### config.mk
export PLATFORM = sky130hd
export DESIGN_NAME = morph_seq_ctrl_flat
export DESIGN_NICKNAME = d
export VERILOG_FILES = /design/src/rtl/morph_pkg.sv /design/src/rtl/morph_seq_ctrl_if.sv /design/src/rtl/sync_delay.sv /design/src/rtl/morph_seq_ctrl.sv /design/src/flat_wrapper.sv
export SDC_FILE = /design/constraint.sdc
export NUM_CORES = 1
export LEC_CHECK = 0
export BUFFER_PORTS_ARGS = -buffer_cell sky130_fd_sc_hd__buf_4
export CAP_MARGIN = 15
export CORE_ASPECT_RATIO = 0.5
export CORE_MARGIN = 8
export CORE_UTILIZATION = 53
export CTS_CLUSTER_SIZE = 40
export DETAILED_ROUTE_END_ITERATION = 8
export PLACE_DENSITY = 0.77
export SLEW_MARGIN = 0
export SYNTH_ARGS = -nofsm -noshare
export SYNTH_HDL_FRONTEND = slang
export SYNTH_SLANG_ARGS = --single-unit
### constraint.sdc
create_clock -name clk -period 3.8 [get_ports clk]
set_input_delay 1.14 -clock clk [delete_from_list [all_inputs] [get_ports clk]]
set_output_delay 1.14 -clock clk [all_outputs]
set_load 0.1 [all_outputs]
### src/rtl/morph_pkg.sv
// Shared encodings for the morphology sequencer: processing modes, stage op
// codes, control FSM states and the bundled sync triple.
package morph_pkg;

    typedef enum logic [2:0] {
        MODE_BYP   = 3'd0,
        MODE_ERO   = 3'd1,
        MODE_DIL   = 3'd2,
        MODE_OPEN  = 3'd3,
        MODE_CLOSE = 3'd4
    } mode_e;

    localparam logic OP_ERODE  = 1'b0;
    localparam logic OP_DILATE = 1'b1;

    typedef enum logic [1:0] {
        ST_WAIT = 2'd0,
        ST_RUN  = 2'd1,
        ST_PEND = 2'd2
    } state_e;

    typedef struct packed {
        logic de;
        logic hs;
        logic vs;
    } sync_t;

    // Codes 5..7 are reserved and must never reach the datapath.
    function automatic logic mode_valid(input logic [2:0] m);
        return m <= 3'(MODE_CLOSE);
    endfunction

    // Returns {stage-1 op, stage-2 op} for a mode.
    function automatic logic [1:0] mode_ops(input mode_e m);
        case (m)
            MODE_ERO:   return {OP_ERODE,  OP_ERODE};
            MODE_DIL:   return {OP_DILATE, OP_ERODE};
            MODE_OPEN:  return {OP_ERODE,  OP_DILATE};
            MODE_CLOSE: return {OP_DILATE, OP_ERODE};
            default:    return {OP_ERODE,  OP_ERODE};
        endcase
    endfunction

endpackage

### src/rtl/morph_seq_ctrl_if.sv
// Host configuration port of the morphology sequencer: mode write strobe in,
// busy/error status back to the host.
interface morph_seq_ctrl_if;

    logic [2:0] cfg_mode;
    logic       cfg_wr;
    logic       cfg_busy;
    logic       cfg_err;

    modport master (
        output cfg_mode,
        output cfg_wr,
        input  cfg_busy,
        input  cfg_err
    );

    modport slave (
        input  cfg_mode,
        input  cfg_wr,
        output cfg_busy,
        output cfg_err
    );

endinterface

### src/rtl/sync_delay.sv
// Fixed-depth shift-register delay line; every tap clears on reset so the
// delayed stream restarts from an all-zero state.
module sync_delay #(
    parameter int WIDTH = 1,
    parameter int DEPTH = 1
) (
    input  logic             clk,
    input  logic             rst_n,
    input  logic [WIDTH-1:0] d_i,
    output logic [WIDTH-1:0] q_o
);

    logic [DEPTH-1:0][WIDTH-1:0] pipe_q;

    // NOTE: every tap is reset on purpose -- this is a short pipeline, not a RAM,
    // and a stale tap would leak old pixels/sync onto the outputs after reset.
    always_ff @(posedge clk or negedge rst_n) begin
        if (!rst_n) begin
            pipe_q <= '0;
        end else begin
            pipe_q[0] <= d_i;
            for (int i = 1; i < DEPTH; i++) begin
                pipe_q[i] <= pipe_q[i-1];
            end
        end
    end

    assign q_o = pipe_q[DEPTH-1];

endmodule

### src/rtl/morph_seq_ctrl.sv
// Sequencer for two cascaded binary morphology stages: frame-aligned mode
// switching, stage op select and a constant-latency output mux.
// Build option: define MORPH_STATS_EN to include the frame counter and geometry checker.
module morph_seq_ctrl
    import morph_pkg::*;
#(
    parameter logic [11:0] H_DISP    = 12'd480,
    parameter logic [11:0] V_DISP    = 12'd272,
    parameter int          STAGE_LAT = 3,
    parameter logic        VS_POL    = 1'b1,
    parameter logic [2:0]  DEF_MODE  = 3'd0
) (
    input  logic              clk,
    input  logic              rst_n,
    morph_seq_ctrl_if.slave   cfg,
    input  logic              in_de,
    input  logic              in_hsync,
    input  logic              in_vsync,
    input  logic [7:0]        in_data,
    output logic              s1_op,
    output logic              s2_op,
    input  logic [7:0]        s1_data,
    input  logic [7:0]        s2_data,
    output logic              out_de,
    output logic              out_hsync,
    output logic              out_vsync,
    output logic [7:0]        out_data,
    output logic [15:0]       frame_cnt,
    output logic              geom_err
);

    localparam int OUT_LAT = 2 * STAGE_LAT;

    state_e state_q, state_d;
    mode_e  pend_q, pend_d;
    logic   pend_vld_q, pend_vld_d;
    mode_e  in_mode_q, in_mode_d;
    mode_e  out_mode_q;
    logic   err_q;
    logic   in_vs_q, out_vs_q;
    logic   s1_op_q, s2_op_q;

    logic   in_fs, out_fs;
    logic   wr_ok, wr_bad;
    sync_t  in_sync, tap_sync;
    logic [7:0] byp_tap, s1_tap, sel_data;

    // Frame start is the transition into the active vsync level.
    assign in_fs  = (in_vsync == VS_POL) && (in_vs_q != VS_POL);
    assign wr_ok  = cfg.cfg_wr &&  mode_valid(cfg.cfg_mode);
    assign wr_bad = cfg.cfg_wr && !mode_valid(cfg.cfg_mode);

    // NOTE: all outputs of this block get a default first, so no path through
    // the case statement can leave a signal unassigned and infer a latch.
    always_comb begin
        state_d    = state_q;
        pend_d     = pend_q;
        pend_vld_d = pend_vld_q;
        in_mode_d  = in_mode_q;

        // The edge consumes the request that was pending before this clock;
        // a write in the same clock becomes the request for the next frame.
        if (in_fs && pend_vld_q) begin
            in_mode_d = pend_q;
        end
        if (wr_ok) begin
            pend_d     = mode_e'(cfg.cfg_mode);
            pend_vld_d = 1'b1;
        end else if (in_fs) begin
            pend_vld_d = 1'b0;
        end

        case (state_q)
            ST_WAIT: if (in_fs) state_d = wr_ok ? ST_PEND : ST_RUN;
            ST_RUN:  if (wr_ok) state_d = ST_PEND;
            ST_PEND: if (in_fs && !wr_ok) state_d = ST_RUN;
            default: state_d = ST_WAIT;
        endcase
    end

    // NOTE: state registers use non-blocking assignments so every flop samples
    // the pre-edge value of the others, independent of statement order.
    always_ff @(posedge clk or negedge rst_n) begin
        if (!rst_n) begin
            state_q    <= ST_WAIT;
            pend_q     <= MODE_BYP;
            pend_vld_q <= 1'b0;
            in_mode_q  <= mode_e'(DEF_MODE);
            out_mode_q <= mode_e'(DEF_MODE);
            err_q      <= 1'b0;
            in_vs_q    <= VS_POL;
            out_vs_q   <= VS_POL;
            s1_op_q    <= OP_ERODE;
            s2_op_q    <= OP_ERODE;
        end else begin
            state_q    <= state_d;
            pend_q     <= pend_d;
            pend_vld_q <= pend_vld_d;
            in_mode_q  <= in_mode_d;
            err_q      <= wr_bad;
            in_vs_q    <= in_vsync;
            out_vs_q   <= tap_sync.vs;
            {s1_op_q, s2_op_q} <= mode_ops(in_mode_q);
            if (out_fs) begin
                out_mode_q <= in_mode_q;
            end
        end
    end

    assign cfg.cfg_busy = pend_vld_q;
    assign cfg.cfg_err  = err_q;
    assign s1_op        = s1_op_q;
    assign s2_op        = s2_op_q;

    assign in_sync = {in_de, in_hsync, in_vsync};

    sync_delay #(.WIDTH(3), .DEPTH(OUT_LAT)) u_sync_dly (
        .clk   (clk),
        .rst_n (rst_n),
        .d_i   (in_sync),
        .q_o   (tap_sync)
    );

    sync_delay #(.WIDTH(8), .DEPTH(OUT_LAT)) u_byp_dly (
        .clk   (clk),
        .rst_n (rst_n),
        .d_i   (in_data),
        .q_o   (byp_tap)
    );

    sync_delay #(.WIDTH(8), .DEPTH(STAGE_LAT)) u_s1_dly (
        .clk   (clk),
        .rst_n (rst_n),
        .d_i   (s1_data),
        .q_o   (s1_tap)
    );

    assign out_fs = (tap_sync.vs == VS_POL) && (out_vs_q != VS_POL);

    // Each path is padded to 2*STAGE_LAT, so switching modes never shifts timing.
    always_comb begin
        sel_data = '0;
        case (out_mode_q)
            MODE_BYP:              sel_data = byp_tap;
            MODE_ERO,  MODE_DIL:   sel_data = s1_tap;
            MODE_OPEN, MODE_CLOSE: sel_data = s2_data;
            default:               sel_data = '0;
        endcase
    end

    assign out_de    = tap_sync.de && (state_q != ST_WAIT);
    assign out_hsync = tap_sync.hs;
    assign out_vsync = tap_sync.vs;
    assign out_data  = out_de ? sel_data : 8'h00;

`ifdef MORPH_STATS_EN
    logic        de_prev_q;
    logic [11:0] run_len_q;
    logic [11:0] run_cnt_q;
    logic        fs_seen_q;
    logic [15:0] frame_cnt_q;
    logic        geom_err_q;
    logic        run_start, run_end;

    assign run_start = out_de && !de_prev_q;
    assign run_end   = de_prev_q && !out_de;

    always_ff @(posedge clk or negedge rst_n) begin
        if (!rst_n) begin
            de_prev_q   <= 1'b0;
            run_len_q   <= '0;
            run_cnt_q   <= '0;
            fs_seen_q   <= 1'b0;
            frame_cnt_q <= '0;
            geom_err_q  <= 1'b0;
        end else begin
            de_prev_q <= out_de;

            // Saturate so an overlong run cannot wrap back to a legal length.
            if (run_start) begin
                run_len_q <= 12'd1;
            end else if (out_de && run_len_q != '1) begin
                run_len_q <= run_len_q + 12'd1;
            end
            if (run_end && run_len_q != H_DISP) begin
                geom_err_q <= 1'b1;
            end

            // The first edge after reset closes no complete frame, so it is not checked.
            if (out_fs) begin
                run_cnt_q <= {11'd0, run_start};
                fs_seen_q <= 1'b1;
                if (fs_seen_q) begin
                    frame_cnt_q <= frame_cnt_q + 16'd1;
                    if (run_cnt_q != V_DISP) begin
                        geom_err_q <= 1'b1;
                    end
                end
            end else if (run_start && run_cnt_q != '1) begin
                run_cnt_q <= run_cnt_q + 12'd1;
            end
        end
    end

    assign frame_cnt = frame_cnt_q;
    assign geom_err  = geom_err_q;
`else
    logic unused_geom;
    assign unused_geom = ^{H_DISP, V_DISP};
    assign frame_cnt   = '0;
    assign geom_err    = 1'b0;
`endif

endmodule
### src/flat_wrapper.sv
// flat-port wrapper written by rule: the top's interface ports become plain ports
module morph_seq_ctrl_flat import morph_pkg::*;
#(
    parameter logic [11:0] H_DISP    = 12'd480,
    parameter logic [11:0] V_DISP    = 12'd272,
    parameter int          STAGE_LAT = 3,
    parameter logic        VS_POL    = 1'b1,
    parameter logic [2:0]  DEF_MODE  = 3'd0
)
  (clk, rst_n, in_de, in_hsync, in_vsync, in_data, s1_op, s2_op, s1_data, s2_data, out_de, out_hsync, out_vsync, out_data, frame_cnt, geom_err, cfg_cfg_mode, cfg_cfg_wr, cfg_cfg_busy, cfg_cfg_err);
  morph_seq_ctrl_if cfg_i ();
  input  logic clk;
  input  logic rst_n;
  input  logic in_de;
  input  logic in_hsync;
  input  logic in_vsync;
  input  logic [7:0] in_data;
  output logic s1_op;
  output logic s2_op;
  input  logic [7:0] s1_data;
  input  logic [7:0] s2_data;
  output logic out_de;
  output logic out_hsync;
  output logic out_vsync;
  output logic [7:0] out_data;
  output logic [15:0] frame_cnt;
  output logic geom_err;
  input wire logic [$bits(cfg_i.cfg_mode)-1:0] cfg_cfg_mode;
  input wire logic [$bits(cfg_i.cfg_wr)-1:0] cfg_cfg_wr;
  output wire logic [$bits(cfg_i.cfg_busy)-1:0] cfg_cfg_busy;
  output wire logic [$bits(cfg_i.cfg_err)-1:0] cfg_cfg_err;
  assign cfg_i.cfg_mode = cfg_cfg_mode;
  assign cfg_i.cfg_wr = cfg_cfg_wr;
  assign cfg_cfg_busy = cfg_i.cfg_busy;
  assign cfg_cfg_err = cfg_i.cfg_err;
  morph_seq_ctrl #(.H_DISP(H_DISP), .V_DISP(V_DISP), .STAGE_LAT(STAGE_LAT), .VS_POL(VS_POL), .DEF_MODE(DEF_MODE)) u_core (.clk(clk), .rst_n(rst_n), .cfg(cfg_i), .in_de(in_de), .in_hsync(in_hsync), .in_vsync(in_vsync), .in_data(in_data), .s1_op(s1_op), .s2_op(s2_op), .s1_data(s1_data), .s2_data(s2_data), .out_de(out_de), .out_hsync(out_hsync), .out_vsync(out_vsync), .out_data(out_data), .frame_cnt(frame_cnt), .geom_err(geom_err));
endmodule
=== Word-level counts from Yosys, hierarchy flattened ===
Cells that the tools add are included.

* Add/subtract/negate cells: 0
* $mul: 0
* Div/mod/pow operators: 0
* Order comparisons: 1
* Equal/unequal tests: 12
* Shift operators: 0
* Multiplexer cells: 10
* Bitwise gates (word level): 2
* Reductions and logical operators: 17

{| class="wikitable"
|+ Operator list
! cell !! number
|-
| $pmux 8 s3 || 1
|-
| $eq 3x2->1 const B || 4
|-
| $mux 2 || 4
|-
| $mux 8 || 1
|-
| $logic_and 1x1->1 || 7
|-
| $eq 3x3->1 const B || 2
|-
| $ne 2x1->1 const B || 3
|-
| $pmux 2 s3 || 1
|-
| $reduce_or 2->1 || 3
|-
| $pmux 2 s2 || 1
|-
| $reduce_bool 2->1 || 2
|-
| $eq 3x1->1 const B || 1
|-
| $le 3x3->1 const B || 1
|-
| $logic_not 3->1 || 1
|-
| $reduce_and 3->1 || 1
|-
| $eq 2x1->1 const B || 1
|-
| $eq 2x2->1 const B || 1
|-
| $logic_not 1->1 || 2
|-
| $logic_not 2->1 || 1
|-
| $mux 1 || 2
|-
| $not 1->1 || 2
|}

* Flip-flop bits (word level): 107
* Latch bits: 0
* RAM bits: 0
* ROM bits: 0
* Input port bits: 33
* Output and inout bits: 32
* Word-level logic and storage cells: 67
* Memories: 0

=== Logic depth before layout (Yosys ltp) ===
Gate-level depths: netlist (run 1).

* Depth after elaboration: 6
* Depth in mapped cells: 5
* Gate-level depth less buffers: 3

=== Hierarchy ===
Synthesis (run 1) repeated with hierarchy kept, for this count alone.

* Cell total of the unflattened synthesis: 222
* Area total of the unflattened synthesis: 3580.9 µm²

{| class="wikitable"
|+ By module, submodules not included
! module !! times used !! cells each !! area each (µm²) !! sequential area each (µm²)
|-
| sync_delay at u_core.u_byp_dly || 1 || 56 || 1261.2 || 1201.2
|-
| morph_seq_ctrl || 1 || 113 || 1186.1 || 427.9
|-
| sync_delay at u_core.u_s1_dly || 1 || 32 || 660.6 || 600.6
|-
| sync_delay at u_core.u_sync_dly || 1 || 21 || 473.0 || 450.4
|}

=== Worst setup path after synthesis (run 1) ===
No wires, ideal clock.

* Path kind: register -> output
* Start: register u_core.state_q[0]
* End: output port out_data[0]
* Arrival: 2.993 ns
* Required time: 2.660 ns
* Slack: -0.333 ns
* Cell stages (with the launch flop): 4
* Cell sequence: dfrtp_1 > o21a_1 > nand2_1 > a21oi_1

* Longest elaborated chain between the ends: 3

{| class="wikitable"
|+ Ends and longest elaborated chain
! item !! RTL line !! source
|-
| start: declaration || morph_seq_ctrl.sv:34 || <nowiki>state_e state_q, state_d;</nowiki>
|-
| start signal: assignment || morph_seq_ctrl.sv:96 || <nowiki>state_q <= state_d;</nowiki>
|-
| $reduce_bool 2->1 || morph_seq_ctrl.sv:151 || <nowiki>assign out_de = tap_sync.de && (state_q != ST_WAIT);</nowiki>
|-
| $logic_and 1x1->1 || morph_seq_ctrl.sv:151 ||
|-
| net out_de || flat_wrapper.sv:22 || <nowiki>output logic out_de;</nowiki>
|-
| $mux 8 || morph_seq_ctrl.sv:154 || <nowiki>assign out_data = out_de ? sel_data : 8'h00;</nowiki>
|-
| end: declaration || flat_wrapper.sv:25 || <nowiki>output logic [7:0] out_data;</nowiki>
|}

The timed path passes the listed nets, and every way through them passes these cells.

=== Worst setup path in the final report (run 1) ===
* Start: register u_core.out_mode_q[1]
* End: output port out_data[4]

* Longest elaborated chain between the ends: 4
* Elaborated cells on any way between the ends: 9
* Those cells by class: eq/ne (4); mux (2); reduce/logical (3)

{| class="wikitable"
|+ Ends and longest elaborated chain
! item !! RTL line !! source
|-
| start: declaration || morph_seq_ctrl.sv:38 || <nowiki>mode_e out_mode_q;</nowiki>
|-
| start signal: assignment || morph_seq_ctrl.sv:89 || <nowiki>out_mode_q <= mode_e'(DEF_MODE);</nowiki>
|-
| start signal: assignment || morph_seq_ctrl.sv:105 || <nowiki>out_mode_q <= in_mode_q;</nowiki>
|-
| $eq 3x2->1 (tied with other cells) || morph_seq_ctrl.sv:143 || <nowiki>case (out_mode_q)</nowiki>
|-
| $reduce_or 2->1 || morph_seq_ctrl.sv:143 ||
|-
| $pmux 8 s3 (*) || morph_seq_ctrl.sv:143 ||
|-
| $mux 8 (*) || morph_seq_ctrl.sv:154 ||
|}

Mark *: on every way between the ends. The rest lies on a longest branch, timed or not.

==> reports/qor.csv, run 1 <==
metric,value,unit
run status,"finished, final reports clean",
Crit Path Category,reg -> out,
vias in the first global route,1782,
Synth async-reset ratio,1.00,
hpwl dp,3520,um
PortBufs,47,
Final TNS setup,0,ns
Worst VDD drop,0.441,mV
# hold bufs at CTS,0,
number of synthesized flops with an enable pin,0,
maximum clock path buffer count,2,
Initial DRC Count,87,
CTS H-tree depth,3,
Chip Width,130,um
First-pass DRT Iterations,4,
total power draw,2.80,mW
Worst Hold Class,reg -> reg,
synthesized area,0.00344,mm^2
Final #Nets,290,
average size of a mapped cell,17.0,um^2
PwrDens,684,mW/mm^2
Tot GR Track Use,0.132,
pre-CTS setup slack,0.617,ns
met1 Use GR,0.141,
Leak Pwr,1.91,nW
Num CTS Buffers,9,
register clock-pin slew on the reported worst setup and hold paths,0.07,ns
final hold violations,0,
DR vias,1641,
first-pass GRT wire length,9080,um
met2 usage,0.217,
Final ANT Viol Nets,0,
met3 Use GR,0.0743,
Setup Skew,0.00598,ns
DRC,0,
final wirelength,5630,um
largest net degree at the start of global routing,61,
starting density of the core,0.556,
number of top-level pins,65,
Final Cycle Share,0.913,
actual slew at the worst max-slew pin,0.972,ns
clock sink count,107,
total grt overflow,0,
final worst-path setup slack,0.329,ns
# Post-CTS Setup Buffers,0,
busiest layer in global routing,met2,
PostCTS Resize Cnt,0,
ys flop type,dfrtp_1,
Synth warnings,0,
cell taking the most area after synthesis,dfrtp_1,
Synth area leaders,"dfrtp_1, mux2_2, buf_4",
worst skew pair latency,0.34,ns
antenna violations before repair,0,
Seq cells post-synth,107,
Slew headroom,0.352,
chip height,73.0,um
Die ar.,0.00948,mm^2
routed len/inst,16.1,um
gate count after technology mapping,202,
top-area cell type share of the netlist area,0.764,
area delta synth->final,19.1,%
Root Driver,clkbuf_16,
ratio of cells with drive above 1 in the final layout,0.344,
Max Clk Rate,288,MHz
Rows,20,
r2r setup slk,2.46,ns
"Req. time, crit path",2.66,ns
Core Box Area,0.00618,mm^2
data arrival time of the critical path,2.33,ns
TritonCTS clock tree,done,
Vias/cell,4.69,
sequential area share after synthesis,0.779,
Max-Cap Viols,0,
Final min period,3.47,ns
GPL Wtd Cong,0.756,
Netlist cell types,26,
final setup vio count,0,
Antenna diodes,0,
Pins Over Slew Limit,0,
Worst setup SP type,flip-flop,
RSZ-0062 raised after global routing,no,
CP Max Fanout,19,
CP Capture Type,output pin,
==> routing by layer <==
layer  routed length [um]  part of all wire
met5                    0                 0
met4                   66             0.012
met3                  296             0.053
met2                 2940              0.52
met1                 2320              0.41
==> cell usage after synthesis (2+ instances only) <==
master and count:
nor2b_1 2, dfrtp_1 105, a21oi_1 9, inv_1 2
nand2b_1 2, nor2_1 3, mux2_4 7, nand2_1 13
a22oi_1 8, mux2_2 18, buf_4 17, dfstp_2 2
==> per-stage QoR <==
| step | instance area, um^2 | util | hold slack (ns) | std cells |
|---|---|---|---|---|
| 6_report | 4100 | 0.663 | 0.342 | 350 |
| 4_1_cts | 4100 | 0.663 | 0.343 | 350 |
| 2_1_floorplan | 3500 | - | 0.331 | 218 |
| 3_5_place_dp | 3820 | 0.618 | 0.335 | 334 |
| 3_3_place_gp | 3820 | 0.618 | 0.331 | 334 |
| 5_1_grt | 4100 | 0.663 | 0.354 | 350 |
==> placed cells by master, fill, tap and decap left out, drive strengths merged <==
master      n
dfrtp     105
buf        48
mux2       25
conb       17
nand2      13
clkbuf     11
a21oi       9
a22oi       8
inv         4
nor2        3
nor2b       2
nand2b      2
clkinv      2
dfstp       2
o21ai       2
xnor2       1
o21a        1
nor3b       1
and3b       1
mux2i       1
o211ai      1
and2        1
a221oi      1
clkinvlp    1
==> worst max-delay path, cell delays in order, from the launching register on <==
cell and delay [ns]:
dfrtp_1 0.98, mux2_2 0.42, a22oi_1 0.21, a21oi_1 0.11, buf_4 0.25
==> power breakdown <==
group / switching (mW) / leakage, nW / internal [mW]
Sequential: 0.0899 / 1.25 / 1.23
Combinational: 0.426 / 0.521 / 0.202
Clock: 0.400 / 0.132 / 0.454
Total: 0.916 / 1.91 / 1.89
==> path summary, 6_finish.rpt <==
path | start | end | cells past startpoint
hold / removal | u_core.u_byp_dly.pipe_q[16] | u_core.u_byp_dly.pipe_q[24] | 0
setup / recovery | u_core.out_mode_q[1] | out_data[4] | 4
hold reg to reg | u_core.u_byp_dly.pipe_q[16] | u_core.u_byp_dly.pipe_q[24] | 0
max in group asynchronous | rst_n | u_core.in_vs_q | 2
setup reg to reg | u_core.out_mode_q[1] | u_core.out_mode_q[1] | 1
min in group asynchronous | rst_n | u_core.u_sync_dly.pipe_q[1] | 1
==> cell type report <==
cell class | count | area [um^2]
repair buffers | 48 | 373
multi-input cells | 89 | 648
well taps | 88 | 110
flip-flops and latches | 107 | 2680
fillers | 435 | 2080
clock inverters | 5 | 45.0
clock buffers | 11 | 233
inverters | 2 | 7.51
==> flip-flops by register name, summed over array words and instances, names as in the netlist <==
name,flops
u_core.u_byp_dly.pipe_q,40
u_core.u_byp_dly.q_o,8
u_core.u_sync_dly.pipe_q,15
u_core.cfg.cfg_err,1
u_core.in_vs_q,1
u_core.u_s1_dly.pipe_q,16
u_core.state_q,2
u_core.pend_q,3
u_core.in_mode_q,3
u_core.s2_op,1
u_core.out_vs_q,1
u_core.u_s1_dly.q_o,8
u_core.s1_op,1
u_core.out_mode_q,3
u_core.u_sync_dly.q_o,3
u_core.cfg.cfg_busy,1
==> kinds of logic (layout without fill, tap and decap cells) <==
logic type	after synthesis	after routing	synth area share
DFF	107	107	0.779
AOI/OAI and AO/OA	22	22	0.0404
other	1	17	0.00109
and+or+nand+nor	23	23	0.0346
buffers and inverters	22	66	0.0498
xor gates and xnor gates	1	1	0.00255
muxes	26	26	0.0924
Power figures use the tool's default switching activity.
==> run 2: changes to the inputs <==
==> constraint.sdc (replaced) <==
create_clock -name clk -period 4.3 [get_ports clk]
set_input_delay 1.29 -clock clk [delete_from_list [all_inputs] [get_ports clk]]
set_output_delay 1.29 -clock clk [all_outputs]
set_load 0.1 [all_outputs]
==> reports/qor.csv, run 2 (synthesis results as in run 1) <==
metric,value,unit,change
routed len/inst,16.1,um,about the same
register clock-pin slew on the reported worst setup and hold paths,0.07,ns,about the same
max reg flops,40,,unchanged
number of top-level pins,65,,unchanged
hold slack,0.347,ns,+0.00538 ns
starting density of the core,0.556,,unchanged
CP Max Fanout,19,,unchanged
biggest regs,"u_core.u_byp_dly.pipe_q: 40 flops, u_core.u_s1_dly.pipe_q: 16 flops, u_core.u_sync_dly.pipe_q: 15 flops",,
"commonest non-fill, non-tap cell in the layout",dfrtp_1,,
Worst VDD drop,0.280,mV,-37%
Num CTS Buffers,9,,unchanged
total grt overflow,0,,unchanged
delay of the slowest critical-path stage,0.96,ns,-0.02 ns
switching pwr,829,uW,-9.4%
Core Box Area,0.00618,mm^2,unchanged
PwrDens,609,mW/mm^2,-11%
P_int,1.69,mW,-10%
Chip Width,130,um,unchanged
First-pass DRT Iterations,5,,+1
first-pass GRT wire length,8880,um,-2.2%
CTS H-tree depth,3,,unchanged
DR vias,1638,,-0.18%
# Post-CTS Setup Buffers,0,,unchanged
Final #Nets,291,,+0.34%
vias in the first global route,1841,,+3.3%
ratio of cells with drive above 1 in the final layout,0.354,,+0.0101
PostCTS Resize Cnt,0,,unchanged
switching power share of the total,0.329,,+0.00203
Final ANT Viol Nets,0,,unchanged
GPL Wtd Cong,0.784,,+3.7%
Tot GR Track Use,0.126,,-0.00632
"Req. time, crit path",3.01,ns,+0.35 ns
# hold bufs at CTS,0,,unchanged
hpwl dp,3400,um,-3.3%
Crit Path Category,reg -> out,,
Slew headroom,0.377,,+0.0254
run status,"finished, final reports clean",,
most frequent cells in the layout,"dfrtp_1, buf_4, mux2_2",,
largest net degree at the start of global routing,95,,+56%
Rows,20,,unchanged
combinational fraction of design power,0.223,,about the same
final worst-path setup slack,0.700,ns,+0.371 ns
Vias/cell,4.67,,-0.47%
CP Capture Type,output pin,,
area delta synth->final,20.4,%,
final setup vio count,0,,unchanged
Die ar.,0.00948,mm^2,unchanged
Critical-path top delay cell,dfrtp_1,,
worst skew pair latency,0.34,ns,about the same
Final Cycle Share,0.837,,
PortBufs,47,,unchanged
final hold violations,0,,unchanged
utilization after layout,0.670,,+0.00709
final wirelength,5650,um,+0.30%
worst path cell trace,mux2_2 -> a22oi_1 -> a21oi_1 -> buf_4,,
Initial DRC Count,109,,+25%
Root Driver,clkbuf_16,,
chip height,73.0,um,unchanged
Antenna diodes,0,,unchanged
clock sink count,107,,unchanged
Largest Register,u_core.u_byp_dly.pipe_q,,
antenna violations before repair,0,,unchanged
Final min period,3.60,ns,
Clock Power Share,0.315,,+0.010
Max Clk Rate,278,MHz,
sequential share of power,0.462,,-0.009
Leak Pwr,1.93,nW,+1.3%
Max-Cap Viols,0,,unchanged
Worst setup SP type,flip-flop,,
Setup Skew,0.00658,ns,+0.000598 ns
maximum clock path buffer count,2,,unchanged
RSZ-0062 raised after global routing,no,,
data arrival time of the critical path,2.31,ns,-0.02 ns
Final TNS setup,0,ns,unchanged
Pins Over Slew Limit,0,,unchanged
TritonCTS clock tree,done,,
total power draw,2.52,mW,-10%
pre-CTS setup slack,0.813,ns,+0.196 ns
Worst Hold Class,reg -> reg,,
actual slew at the worst max-slew pin,0.934,ns,-0.0382 ns
DRC,0,,unchanged
run 2: cell count changes in the layout (fill, tap and decap cells not counted), sizes merged:
| cell | previous run | this run |
|---|---|---|
| buf | 48 | 49 |
| clkbuf | 11 | 10 |
| clkinv | 2 | 3 |
| clkinvlp | 1 | 0 |
| inv | 4 | 5 |
run 2: worst paths after layout:
kind | start | endpoint | slack, ns | cells past startpoint
worst max-delay path | u_core.out_mode_q[1] | out_data[3] | 0.70 | 4
worst min-delay path | u_core.u_byp_dly.pipe_q[15] | u_core.u_byp_dly.pipe_q[23] | 0.35 | 0
worst max register to register | u_core.out_mode_q[1] | u_core.out_mode_q[1] | 2.96 | 1
worst min register to register | u_core.u_byp_dly.pipe_q[15] | u_core.u_byp_dly.pipe_q[23] | 0.35 | 0
max in group asynchronous | rst_n | u_core.out_vs_q | 2.43 | 3
min in group asynchronous | rst_n | u_core.u_sync_dly.pipe_q[1] | 0.93 | 1
run 2: routing by layer:
layer | routed length (um) | up-vias | track usage
li1 | - | 751 | -
met5 | 0 | - | 0
met2 | 3050 | 50 | 0.220
met4 | 124 | 0 | 0.0689
met3 | 253 | 10 | 0.0401
met1 | 2220 | 827 | 0.134
run 2: power by group through the flow:
stage / Combinational, mW / Sequential (mW) / Clock [mW]
2_1_floorplan: 0.424 / 1.21 / 0
3_5_place_dp: 0.549 / 1.18 / 0
4_1_cts: 0.562 / 1.17 / 0.813
5_1_grt: 0.588 / 1.18 / 0.852
3_3_place_gp: 0.539 / 1.18 / 0
6_report: 0.562 / 1.16 / 0.795
run 2: worst max-delay path, delay by kind of cell, from the launching register on:
kind	cells	cell delay [ns]
AO/OA/AOI/OAI	2	0.34
buffers and inverters	1	0.25
flip-flops	1	0.96
multiplexers	1	0.43
run 2: layout make-up:
class | instances | area [um^2]
clock inverters | 6 | 67.6
inverters | 2 | 7.51
clock buffers | 10 | 239
fillers | 425 | 2040
well taps | 88 | 110
multi-input cells | 89 | 648
flip-flops and latches | 107 | 2680
repair buffers | 49 | 388
run 2: stage by stage:
| step | instance area, um^2 | cells |
|---|---|---|
| floorplan | 3500 | 218 |
| CTS | 4110 | 350 |
| global placement | 3810 | 334 |
| detailed placement | 3810 | 334 |
| global route | 4140 | 351 |
| finish | 4140 | 351 |
==> run 3: changes to the inputs <==
--- a/config.mk
+++ b/config.mk
@@ -5,14 +5,15 @@
 export SDC_FILE = /design/constraint.sdc
 export NUM_CORES = 1
 export LEC_CHECK = 0
+export ABC_AREA = 1
 export BUFFER_PORTS_ARGS = -buffer_cell sky130_fd_sc_hd__buf_4
 export CAP_MARGIN = 15
 export CORE_ASPECT_RATIO = 0.5
 export CORE_MARGIN = 8
-export CORE_UTILIZATION = 53
+export CORE_UTILIZATION = 48
 export CTS_CLUSTER_SIZE = 40
 export DETAILED_ROUTE_END_ITERATION = 8
-export PLACE_DENSITY = 0.77
+export PLACE_DENSITY = 0.74
 export SLEW_MARGIN = 0
 export SYNTH_ARGS = -nofsm -noshare
 export SYNTH_HDL_FRONTEND = slang
==> constraint.sdc (replaced) <==
create_clock -name clk -period 2.99 [get_ports clk]
set_input_delay 0.897 -clock clk [delete_from_list [all_inputs] [get_ports clk]]
set_output_delay 0.897 -clock clk [all_outputs]
set_load 0.1 [all_outputs]
==> reports/qor.csv, run 3 <==
metric,value,unit,change
Max-Cap Viols,0,,unchanged
Netlist cell types,19,,-27%
Slew headroom,0.590,,+0.213
worst path cell trace,inv_2 -> nand2_4 -> nor2_2 -> nand2_1 -> nand3_1 -> nand2_1 -> inv_1 -> buf_4,,
CP Capture Type,output pin,,
Worst VDD drop,0.416,mV,+49%
synthesized area,0.00328,mm^2,-4.5%
Critical Path Most Common Cell,nand2_1,,
Synth async-reset ratio,1.00,,unchanged
PortBufs,47,,unchanged
ratio of cells with drive above 1 in the final layout,0.253,,-0.100
routed len/inst,13.7,um,-15%
Worst setup SP type,flip-flop,,
# Post-CTS Setup Buffers,0,,unchanged
synth cell count leaders,"dfrtp_1, nand2_1, buf_4, inv_1, nand3_1",,
Bufs and invs on worst path,3,,+2
delay of the slowest critical-path stage,0.42,ns,-0.54 ns
sequential area share after synthesis,0.816,,+0.0368
final non-filler cell total,384,,+9.4%
number of top-level pins,65,,unchanged
GPL Wtd Cong,0.923,,+18%
Setup Skew,0.00567,ns,-0.000909 ns
area delta synth->final,23.2,%,
cell taking the most area after synthesis,dfrtp_1,,
ys flop type,dfrtp_1,,
vias in the first global route,1845,,+0.22%
"count leader, synth",dfrtp_1,,
worst skew pair latency,0.34,ns,about the same
Worst Hold Class,reg -> reg,,
Max Clk Rate,367,MHz,
Pins Over Slew Limit,0,,unchanged
DRC,0,,unchanged
Final ANT Viol Nets,0,,unchanged
Synth warnings,0,,unchanged
first-pass GRT wire length,8830,um,-0.54%
Largest Register,u_core.u_byp_dly.pipe_q,,
"Req. time, crit path",2.09,ns,-0.92 ns
final setup vio count,0,,unchanged
largest net degree at the start of global routing,52,,-45%
run status,"finished, final reports clean",,
Final #Nets,320,,+10%
total grt overflow,0,,unchanged
final wirelength,5280,um,-6.6%
starting density of the core,0.494,,-0.0624
Root Driver,clkbuf_16,,
RSZ-0062 raised after global routing,no,,
top-area cell type share of the netlist area,0.800,,+0.0361
register clock-pin slew on the reported worst setup and hold paths,0.07,ns,about the same
Die ar.,0.00991,mm^2,+4.5%
CTS H-tree depth,3,,unchanged
Final min period,2.72,ns,
placed insts,368,,+10%
maximum clock path buffer count,2,,unchanged
max reg flops,40,,unchanged
Rows,21,,+5.0%
Crit Path Category,reg -> out,,
Vias/cell,4.47,,-4.1%
Leak Pwr,2.03,nW,+5.3%
average size of a mapped cell,14.3,um^2,-16%
biggest regs,"u_core.u_byp_dly.pipe_q: 40 flops, u_core.u_s1_dly.pipe_q: 16 flops, u_core.u_sync_dly.pipe_q: 15 flops",,
DR vias,1718,,+4.9%
Critical-path top delay cell,dfrtp_1,,
hpwl dp,3490,um,+2.5%
"CP delay by family, top",simple AND/OR/NAND/NOR gates,,
Final TNS setup,0,ns,unchanged
data arrival time of the critical path,1.83,ns,-0.48 ns
First-pass DRT Iterations,4,,-1
Initial DRC Count,115,,+5.5%
PwrDens,859,mW/mm^2,+41%
Tot GR Track Use,0.117,,-0.00870
actual slew at the worst max-slew pin,0.615,ns,-0.319 ns
Synth area leaders,"dfrtp_1, nand2_1, buf_4",,
# hold bufs at CTS,0,,unchanged
Final Cycle Share,0.911,,
Num CTS Buffers,9,,unchanged
gate count after technology mapping,229,,+13%
clock sink count,107,,unchanged
CP Max Fanout,10,,-9
antenna violations before repair,0,,unchanged
Chip Width,133,um,+2.4%
PostCTS Resize Cnt,0,,unchanged
Seq cells post-synth,107,,unchanged
"commonest non-fill, non-tap cell in the layout",dfrtp_1,,
final hold violations,0,,unchanged
Antenna diodes,0,,unchanged
chip height,74.5,um,+2.1%
Core Box Area,0.00665,mm^2,+7.6%
most frequent cells in the layout,"dfrtp_1, buf_4, nand2_1",,
TritonCTS clock tree,done,,
number of synthesized flops with an enable pin,0,,unchanged
## run 3: kinds of logic after synthesis
kind of cell	count (synthesis)	synth area share
flip-flops	107	0.816
AND/OR/NAND/NOR	72	0.0998
buffers and inverters	38	0.0651
AO/OA/AOI/OAI	11	0.0179
other	1	0.00114
## run 3: cell type report
class / instances / area [um^2]
well taps: 92 / 115
fillers: 485 / 2600
flip-flops and latches: 107 / 2680
clock inverters: 7 / 119
inverters: 20 / 75.1
clock buffers: 9 / 225
repair buffers: 49 / 380
multi-input cells: 100 / 450
## run 3: final timing paths
check,start,to,depth (start not counted),slack (ns)
worst max-delay path,u_core.out_mode_q[1],out_data[4],8,0.27
worst max register to register,u_core.in_vs_q,u_core.state_q[1],5,1.87
min in group asynchronous,rst_n,u_core.u_sync_dly.pipe_q[4],1,0.58
worst min register to register,u_core.u_byp_dly.pipe_q[18],u_core.u_byp_dly.pipe_q[26],0,0.35
worst min-delay path,u_core.u_byp_dly.pipe_q[18],u_core.u_byp_dly.pipe_q[26],0,0.35
max in group asynchronous,rst_n,u_core.u_byp_dly.pipe_q[27],2,1.74
## run 3: routing by layer
| layer | global-route usage | wire (um) | vias to the layer above |
|---|---|---|---|
| li1 | - | - | 807 |
| met1 | 0.126 | 2070 | 816 |
| met3 | 0.0526 | 396 | 23 |
| met2 | 0.190 | 2580 | 72 |
| met4 | 0.0736 | 225 | 0 |
| met5 | 0 | 0 | - |
## run 3: metrics by stage
stage          total power [mW]  setup slack [ns]  instance area, um^2   util  hold slack [ns]
6_report                   3.47             0.266                 4050  0.609            0.345
5_1_grt                    3.61             0.134                 4050  0.609            0.353
4_1_cts                    3.51             0.284                 4050  0.609            0.350
3_5_place_dp               2.21             0.539                 3700  0.557            0.335
3_3_place_gp               2.19             0.571                 3700  0.557            0.331
2_1_floorplan              2.07             0.431                 3340      -            0.331
## run 3: power breakdown
part,internal [mW],switching [mW]
registers,1.55,0.0456
clock network,0.756,0.537
logic,0.121,0.466
total,2.43,1.05
